**src/rtl/serdesphy_clock_sequencer.sv**
```systemverilog
// rtl/serdesphy_clock_sequencer.sv - PHY PLL/CDR lock qualifier and 24M/240M clock-enable sequencer
// One instance per PHY; all outputs are registered from the next-state values.
module serdesphy_clock_sequencer #(
    parameter int NUM_LANES           = 2,
    parameter int CNT_W               = 12,
    parameter int PLL_LOCK_CYCLES     = 240,
    parameter int CDR_LOCK_CYCLES     = 1200,
    parameter int LOCK_TIMEOUT_CYCLES = 4000
) (
    input  logic                 clk_ref_24m,
    input  logic                 rst,
    input  logic                 phy_en,
    input  logic                 pll_rst,
    input  logic [NUM_LANES-1:0] cdr_rst,
    input  logic [NUM_LANES-1:0] lane_en,
    input  logic                 err_clr,
    input  logic                 pll_lock_raw,
    input  logic [NUM_LANES-1:0] cdr_lock_raw,
    output logic                 clk_24m_en,
    output logic                 clk_240m_tx_en,
    output logic [NUM_LANES-1:0] clk_240m_rx_en,
    output logic                 pll_lock,
    output logic [NUM_LANES-1:0] cdr_lock,
    output logic                 phy_ready,
    output logic [2:0]           seq_state,
    output logic                 err_pll_timeout,
    output logic                 err_cdr_timeout,
    output logic                 pll_lost,
    output logic [NUM_LANES-1:0] cdr_lost
);

    typedef enum logic [2:0] {
        ST_OFF      = 3'd0,
        ST_PLL_WAIT = 3'd1,
        ST_CDR_WAIT = 3'd2,
        ST_READY    = 3'd3,
        ST_FAULT    = 3'd4
    } seq_state_t;

    localparam logic [CNT_W-1:0] PLL_LAST = CNT_W'(PLL_LOCK_CYCLES - 1);
    localparam logic [CNT_W-1:0] CDR_LAST = CNT_W'(CDR_LOCK_CYCLES - 1);
    localparam logic [CNT_W-1:0] TMO_LAST = CNT_W'(LOCK_TIMEOUT_CYCLES - 1);
    localparam logic [CNT_W-1:0] CNT_MAX  = '1;

    seq_state_t           state_q, state_d;
    logic                 pll_lock_q, pll_lock_d;
    logic [NUM_LANES-1:0] cdr_lock_q, cdr_lock_d;
    logic [CNT_W-1:0]     qcnt_q, qcnt_d;
    logic [CNT_W-1:0]     tcnt_q, tcnt_d;
    logic [CNT_W-1:0]     ccnt_q [NUM_LANES];
    logic [CNT_W-1:0]     ccnt_d [NUM_LANES];

    logic                 set_pll_to, set_cdr_to, set_pll_lost;
    logic [NUM_LANES-1:0] set_cdr_lost;

    logic [NUM_LANES-1:0] lane_lock_c, lane_loss_c;
    logic [CNT_W-1:0]     lane_cnt_c [NUM_LANES];
    logic                 all_locked;
    logic                 pll_hit, tmo_hit;
    logic [CNT_W-1:0]     qcnt_inc;

    function automatic logic [CNT_W-1:0] sat_inc(input logic [CNT_W-1:0] v);
        return (v == CNT_MAX) ? v : v + 1'b1;
    endfunction

    // Per-lane qualification as it would apply while the PLL is locked
    always_comb begin
        for (int i = 0; i < NUM_LANES; i++) begin
            lane_lock_c[i] = cdr_lock_q[i];
            lane_cnt_c[i]  = ccnt_q[i];
            lane_loss_c[i] = 1'b0;
            if (!lane_en[i] || cdr_rst[i]) begin
                lane_lock_c[i] = 1'b0;
                lane_cnt_c[i]  = '0;
            end else if (!cdr_lock_raw[i]) begin
                lane_loss_c[i] = cdr_lock_q[i];
                lane_lock_c[i] = 1'b0;
                lane_cnt_c[i]  = '0;
            end else begin
                if (!cdr_lock_q[i] && ccnt_q[i] == CDR_LAST)
                    lane_lock_c[i] = 1'b1;
                lane_cnt_c[i] = sat_inc(ccnt_q[i]);
            end
        end
    end

    assign all_locked = &(lane_lock_c | ~lane_en);
    assign pll_hit    = pll_lock_raw && (qcnt_q == PLL_LAST);
    assign tmo_hit    = (tcnt_q == TMO_LAST);
    assign qcnt_inc   = pll_lock_raw ? sat_inc(qcnt_q) : '0;

    always_comb begin
        state_d      = state_q;
        pll_lock_d   = pll_lock_q;
        cdr_lock_d   = cdr_lock_q;
        qcnt_d       = qcnt_q;
        tcnt_d       = tcnt_q;
        for (int i = 0; i < NUM_LANES; i++) ccnt_d[i] = ccnt_q[i];
        set_pll_to   = 1'b0;
        set_cdr_to   = 1'b0;
        set_pll_lost = 1'b0;
        set_cdr_lost = '0;

        if (!phy_en) begin
            state_d    = ST_OFF;
            pll_lock_d = 1'b0;
            cdr_lock_d = '0;
            qcnt_d     = '0;
            tcnt_d     = '0;
            for (int i = 0; i < NUM_LANES; i++) ccnt_d[i] = '0;
        end else if (pll_rst && state_q != ST_OFF) begin
            state_d    = ST_PLL_WAIT;
            pll_lock_d = 1'b0;
            cdr_lock_d = '0;
            qcnt_d     = '0;
            tcnt_d     = '0;
            for (int i = 0; i < NUM_LANES; i++) ccnt_d[i] = '0;
        end else begin
            case (state_q)
                ST_OFF: begin
                    if (!pll_rst) begin
                        state_d = ST_PLL_WAIT;
                        qcnt_d  = '0;
                        tcnt_d  = '0;
                    end
                end
                ST_PLL_WAIT: begin
                    qcnt_d = qcnt_inc;
                    if (pll_hit) begin
                        pll_lock_d = 1'b1;
                        state_d    = ST_CDR_WAIT;
                        tcnt_d     = '0;
                        for (int i = 0; i < NUM_LANES; i++) ccnt_d[i] = '0;
                    end else if (tmo_hit) begin
                        state_d    = ST_FAULT;
                        set_pll_to = 1'b1;
                    end else begin
                        tcnt_d = sat_inc(tcnt_q);
                    end
                end
                ST_CDR_WAIT, ST_READY: begin
                    if (!pll_lock_raw) begin
                        // PLL loss outranks every lane event
                        state_d      = ST_PLL_WAIT;
                        pll_lock_d   = 1'b0;
                        cdr_lock_d   = '0;
                        qcnt_d       = '0;
                        tcnt_d       = '0;
                        set_pll_lost = 1'b1;
                        for (int i = 0; i < NUM_LANES; i++) ccnt_d[i] = '0;
                    end else begin
                        cdr_lock_d   = lane_lock_c;
                        set_cdr_lost = lane_loss_c;
                        for (int i = 0; i < NUM_LANES; i++) ccnt_d[i] = lane_cnt_c[i];
                        if (state_q == ST_CDR_WAIT) begin
                            if (all_locked) begin
                                state_d = ST_READY;
                            end else if (tmo_hit) begin
                                state_d    = ST_FAULT;
                                set_cdr_to = 1'b1;
                                pll_lock_d = 1'b0;
                                cdr_lock_d = '0;
                                for (int i = 0; i < NUM_LANES; i++) ccnt_d[i] = '0;
                            end else begin
                                tcnt_d = sat_inc(tcnt_q);
                            end
                        end else if (!all_locked) begin
                            state_d = ST_CDR_WAIT;
                            tcnt_d  = '0;
                        end
                    end
                end
                ST_FAULT: begin
                    if (err_clr) begin
                        state_d = ST_PLL_WAIT;
                        qcnt_d  = '0;
                        tcnt_d  = '0;
                    end
                end
                default: begin
                    state_d = ST_OFF;
                end
            endcase
        end
    end

    always_ff @(posedge clk_ref_24m or posedge rst) begin
        if (rst) begin
            state_q    <= ST_OFF;
            pll_lock_q <= 1'b0;
            cdr_lock_q <= '0;
            qcnt_q     <= '0;
            tcnt_q     <= '0;
            for (int i = 0; i < NUM_LANES; i++) ccnt_q[i] <= '0;
        end else begin
            state_q    <= state_d;
            pll_lock_q <= pll_lock_d;
            cdr_lock_q <= cdr_lock_d;
            qcnt_q     <= qcnt_d;
            tcnt_q     <= tcnt_d;
            for (int i = 0; i < NUM_LANES; i++) ccnt_q[i] <= ccnt_d[i];
        end
    end

    // Sticky flags: a set on the same edge as err_clr wins
    always_ff @(posedge clk_ref_24m or posedge rst) begin
        if (rst) begin
            err_pll_timeout <= 1'b0;
            err_cdr_timeout <= 1'b0;
            pll_lost        <= 1'b0;
            cdr_lost        <= '0;
            clk_24m_en      <= 1'b0;
            clk_240m_tx_en  <= 1'b0;
            clk_240m_rx_en  <= '0;
            phy_ready       <= 1'b0;
        end else begin
            err_pll_timeout <= set_pll_to | (err_pll_timeout & ~err_clr);
            err_cdr_timeout <= set_cdr_to | (err_cdr_timeout & ~err_clr);
            pll_lost        <= set_pll_lost | (pll_lost & ~err_clr);
            cdr_lost        <= set_cdr_lost | (cdr_lost & {NUM_LANES{~err_clr}});
            clk_24m_en      <= (state_d != ST_OFF);
            clk_240m_tx_en  <= pll_lock_d;
            clk_240m_rx_en  <= {NUM_LANES{pll_lock_d}} & cdr_lock_d & lane_en;
            phy_ready       <= (state_d == ST_READY);
        end
    end

    assign pll_lock  = pll_lock_q;
    assign cdr_lock  = cdr_lock_q;
    assign seq_state = state_q;

endmodule

```
**config.mk**
```make
export PLATFORM = sky130hd
export DESIGN_NAME = serdesphy_clock_sequencer
export DESIGN_NICKNAME = d
export VERILOG_FILES = /design/src/rtl/serdesphy_clock_sequencer.sv
export SDC_FILE = /design/constraint.sdc
export NUM_CORES = 1
export LEC_CHECK = 0
export CAP_MARGIN = 25
export CORE_UTILIZATION = 30
export CTS_CLUSTER_DIAMETER = 200
export DETAILED_ROUTE_END_ITERATION = 7
export DONT_BUFFER_PORTS = 1
export GPL_ROUTABILITY_DRIVEN = 0
export GPL_TIMING_DRIVEN = 0
export MAX_ROUTING_LAYER = met4
export PLACE_DENSITY = 0.49
export SYNTH_ARGS = -nofsm -noshare
export SYNTH_HDL_FRONTEND = slang
export SYNTH_SLANG_ARGS = --single-unit
```
**constraint.sdc**
```tcl
create_clock -name clk_ref_24m -period 2.27 [get_ports clk_ref_24m]
set_input_delay 0.3405 -clock clk_ref_24m [delete_from_list [all_inputs] [get_ports clk_ref_24m]]
set_output_delay 0.3405 -clock clk_ref_24m [all_outputs]
set_load 0.03 [all_outputs]
```
==> flow_summary.json <==
{
  "cp.arrival_ps": 2420,
  "areaGrowthSynthToFinish_pct": 21.69,
  "coreArea_um2": 12160,
  "clock_latency_ps": 340,
  "worst_pin_slew_ps": 830.0,
  "yosysTopAreaCell": "dfrtp_1",
  "r2r_setup_slack_ps": 70,
  "drtAntennaViolNets": 0,
  "grt_pass1_wl_mm": 17.36,
  "chipHeight_um": 114.5,
  "final.period_utilization": 0.9708,
  "die_w_um": 114.5,
  "antenna_cells": 0,
  "cts_tree": "done",
  "crit_path_end_kind": "flop",
  "seqCellArea_um2": 1583,
  "synth.yosys.warnings": 0,
  "crit_chain": "ha_4 -> and4_2 -> and4_4 -> o22ai_4 -> a21oi_2 -> buf_6 -> buf_4 -> a21o_1 -> a22o_1",
  "p_per_area_nw_per_um2": 613.1,
  "grt_max_degree": 64,
  "viasPerCell": 5.417,
  "p_leak_nw": 1.876,
  "fin_crit_ps": 2204,
  "cts_buffers": 9,
  "rows": 40,
  "multi_input_area_um2": 2176,
  "power.total_w": 0.002832,
  "clockRootBuffer": "clkbuf_16",
  "io_buffers": 0,
  "drtIter0Drc": 159,
  "overflow": 0,
  "yosysTopAreaCellShare": 0.4153,
  "path_max_fanout": 7,
  "synth_edf_count": 0,
  "grt_pass1_vias": 3311,
  "synthTopCellsByArea": "dfrtp_1, o21ai_0, a21oi_1",
  "layout-drive-gt1-share": 0.2000,
  "outcome": "finished clean",
  "synthArstFlopShare": 1.000,
  "max_freq_ghz": 0.4538,
  "synth.avg_cell_area_um2": 8.707,
  "fin_nets": 476,
  "finClkSkew_ps": 8.611,
  "r2r-end": "ccnt_q[21]",
  "cp-start-kind": "flop",
  "cts_buffer_depth": 2,
  "ir_drop_v": 0.0005049,
  "grtUsageTotal": 0.1737,
  "slew_headroom": 0.4467,
  "finalHoldViolCount": 0,
  "yosysSeqAreaShare": 0.4153,
  "fillerInstances": 1245,
  "antenna_found_initial": 0,
  "dr.pass1.iters": 4,
  "h-tree-depth": 3,
  "initial_core_util": 0.3121,
  "dpl.hpwl_mm": 7.039,
  "syn-num-nets": 452,
  "r2r_cells": 9,
  "critPathMaxStageDelay_ps": 410,
  "wl_mm": 10.37,
  "finalSetupViolCount": 0,
  "critPathKind": "flop to flop",
  "holdCritPathClass": "input pin to async pin",
  "holdWs_ps": 9.807,
  "syn-cell-area_um2": 3796,
  "route.detailed.drc": 0,
  "rsz0062_at_grt": "true",
  "vias": 3429,
  "cap_viol_max_count": 0,
  "ys.flop_type": "dfrtp_1",
  "synth_cell_types": 65,
  "clkTransAtPathRegs_ps": 60,
  "die-area_um2": 13110,
  "syn_inst": 436,
  "cts.sinks": 63,
  "cp_slowest_cell": "dfrtp_1",
  "ioPinCount": 28,
  "drv_slew": 0,
  "yosys_register_bits": 63,
  "cp.required_ps": 2490,
  "routedWlPerCell_um": 16.38,
  "reg2reg_from": "ccnt_q[1]",
  "cts_hold_buf": 0
}
## final cells by class
class	count	area share
multi-input cells	330	0.4710
plain buffers	15	0.02356
well taps	168	0.04550
clock inverters	5	0.01733
flip-flops and latches	63	0.3426
clock buffers	11	0.05471
repair buffers	14	0.02275
inverters	27	0.02248
## kinds of logic after synthesis
family                     Yosys count  share of synthesized area
AOI/OAI and AO/OA                  138                     0.2307
muxes                                5                    0.01384
DFF                                 63                     0.4153
buffers and inverters               43                    0.04812
and+or+nand+nor                    181                     0.2742
xor gates and xnor gates             2                   0.004615
adders and majority gates            4                    0.01318
## cells in the final DEF, fill, tap and decap left out, types with 3 or more instances in the layout
cell,n
or2_2,5
nor3_1,8
and3_1,7
a21oi_1,35
nand2b_1,6
nand4_1,9
and2_1,3
a22o_1,4
o22ai_1,8
a31oi_1,7
a21o_1,4
nor2_2,4
dfrtp_2,5
nor3b_1,3
or4_1,3
buf_6,4
nand4b_1,3
or3_1,4
buf_4,17
nor4_4,3
o21ai_0,38
ha_1,3
o31ai_1,10
clkbuf_16,9
nand3b_1,3
mux2i_1,3
inv_1,26
dfrtp_1,58
nor2_1,30
nand3_1,21
nand2_1,41
clkbuf_1,3
## synthesized netlist by cell type, drive strengths merged (7+ instances only)
cell / instances
o21ai: 40
nor2: 35
a21oi: 37
nand2b: 7
nand2: 42
nor3: 8
o31ai: 10
a21o: 7
nand3: 22
inv: 27
buf: 9
a31oi: 8
dfrtp: 63
o22ai: 9
nand4: 10
and3: 7
clkbuf: 7
## report_power, final
part | switching (W) | internal, W
Combinational | 0.0000982 | 0.0000488
Sequential | 0.0000121 | 0.00113
Clock | 0.000526 | 0.00102
Total | 0.000636 | 0.00220
## flip-flops by register name (all words and copies together), names as in the netlist
signal	count
cdr_lock	2
clk_240m_tx_en	1
pll_lost	1
err_cdr_timeout	1
tcnt_q	12
ccnt_q	24
err_pll_timeout	1
seq_state	3
qcnt_q	12
clk_24m_en	1
clk_240m_rx_en	2
cdr_lost	2
phy_ready	1
## critical path: cells and delay by family (launching register included)
| family | cells | cell delay (ps) |
|---|---|---|
| adder cells (fa/ha/maj) | 1 | 180 |
| AND/OR/NAND/NOR | 2 | 460 |
| flip-flops | 1 | 410 |
| AO/OA/AOI/OAI | 4 | 750 |
| buffers and inverters | 2 | 290 |
## per-layer routing
| layer | routed length [um] | vias up | global-route usage |
|---|---|---|---|
| met5 | 0 | - | - |
| met4 | 92 | 0 | 0.05022 |
| met3 | 427 | 9 | 0.04076 |
| met2 | 5015 | 59 | 0.2808 |
| met1 | 4831 | 1686 | 0.2163 |
| li1 | - | 1675 | - |
## worst max path at each step
stage | slack [ps] | depth (start not counted) | end | start
5_1_grt | -110 | 8 | ccnt_q[7] | qcnt_q[0]
2_1_floorplan | 100 | 7 | clk_24m_en | ccnt_q[0]
3_5_place_dp | -360 | 7 | ccnt_q[9] | seq_state[2]
4_1_cts | 10 | 7 | qcnt_q[8] | qcnt_q[0]
3_3_place_gp | -530 | 1 | qcnt_q[6] | rst
6_report | 70 | 9 | ccnt_q[21] | ccnt_q[1]
## through the flow
step	util	setup TNS [ps]	cell area, um^2	setup WS [ps]	cells
after floorplan	-	0	3796	98.42	436
after global placement	0.3294	-40080	4006	-527.2	604
after detailed placement	0.3296	-7576	4009	-364.8	604
after CTS	0.3652	0	4442	10.88	623
after global routing	0.3798	-462.3	4619	-108.8	633
final	0.3798	0	4619	66.36	633
## repair_timing
action	4_1_cts	5_1_grt
resized for setup	21	28
cloned	0	0
buffers inserted	4	10
endpoints found under the setup margin	52	45
pin swaps	1	8
No activity file was read; power rests on OpenSTA's default activity.
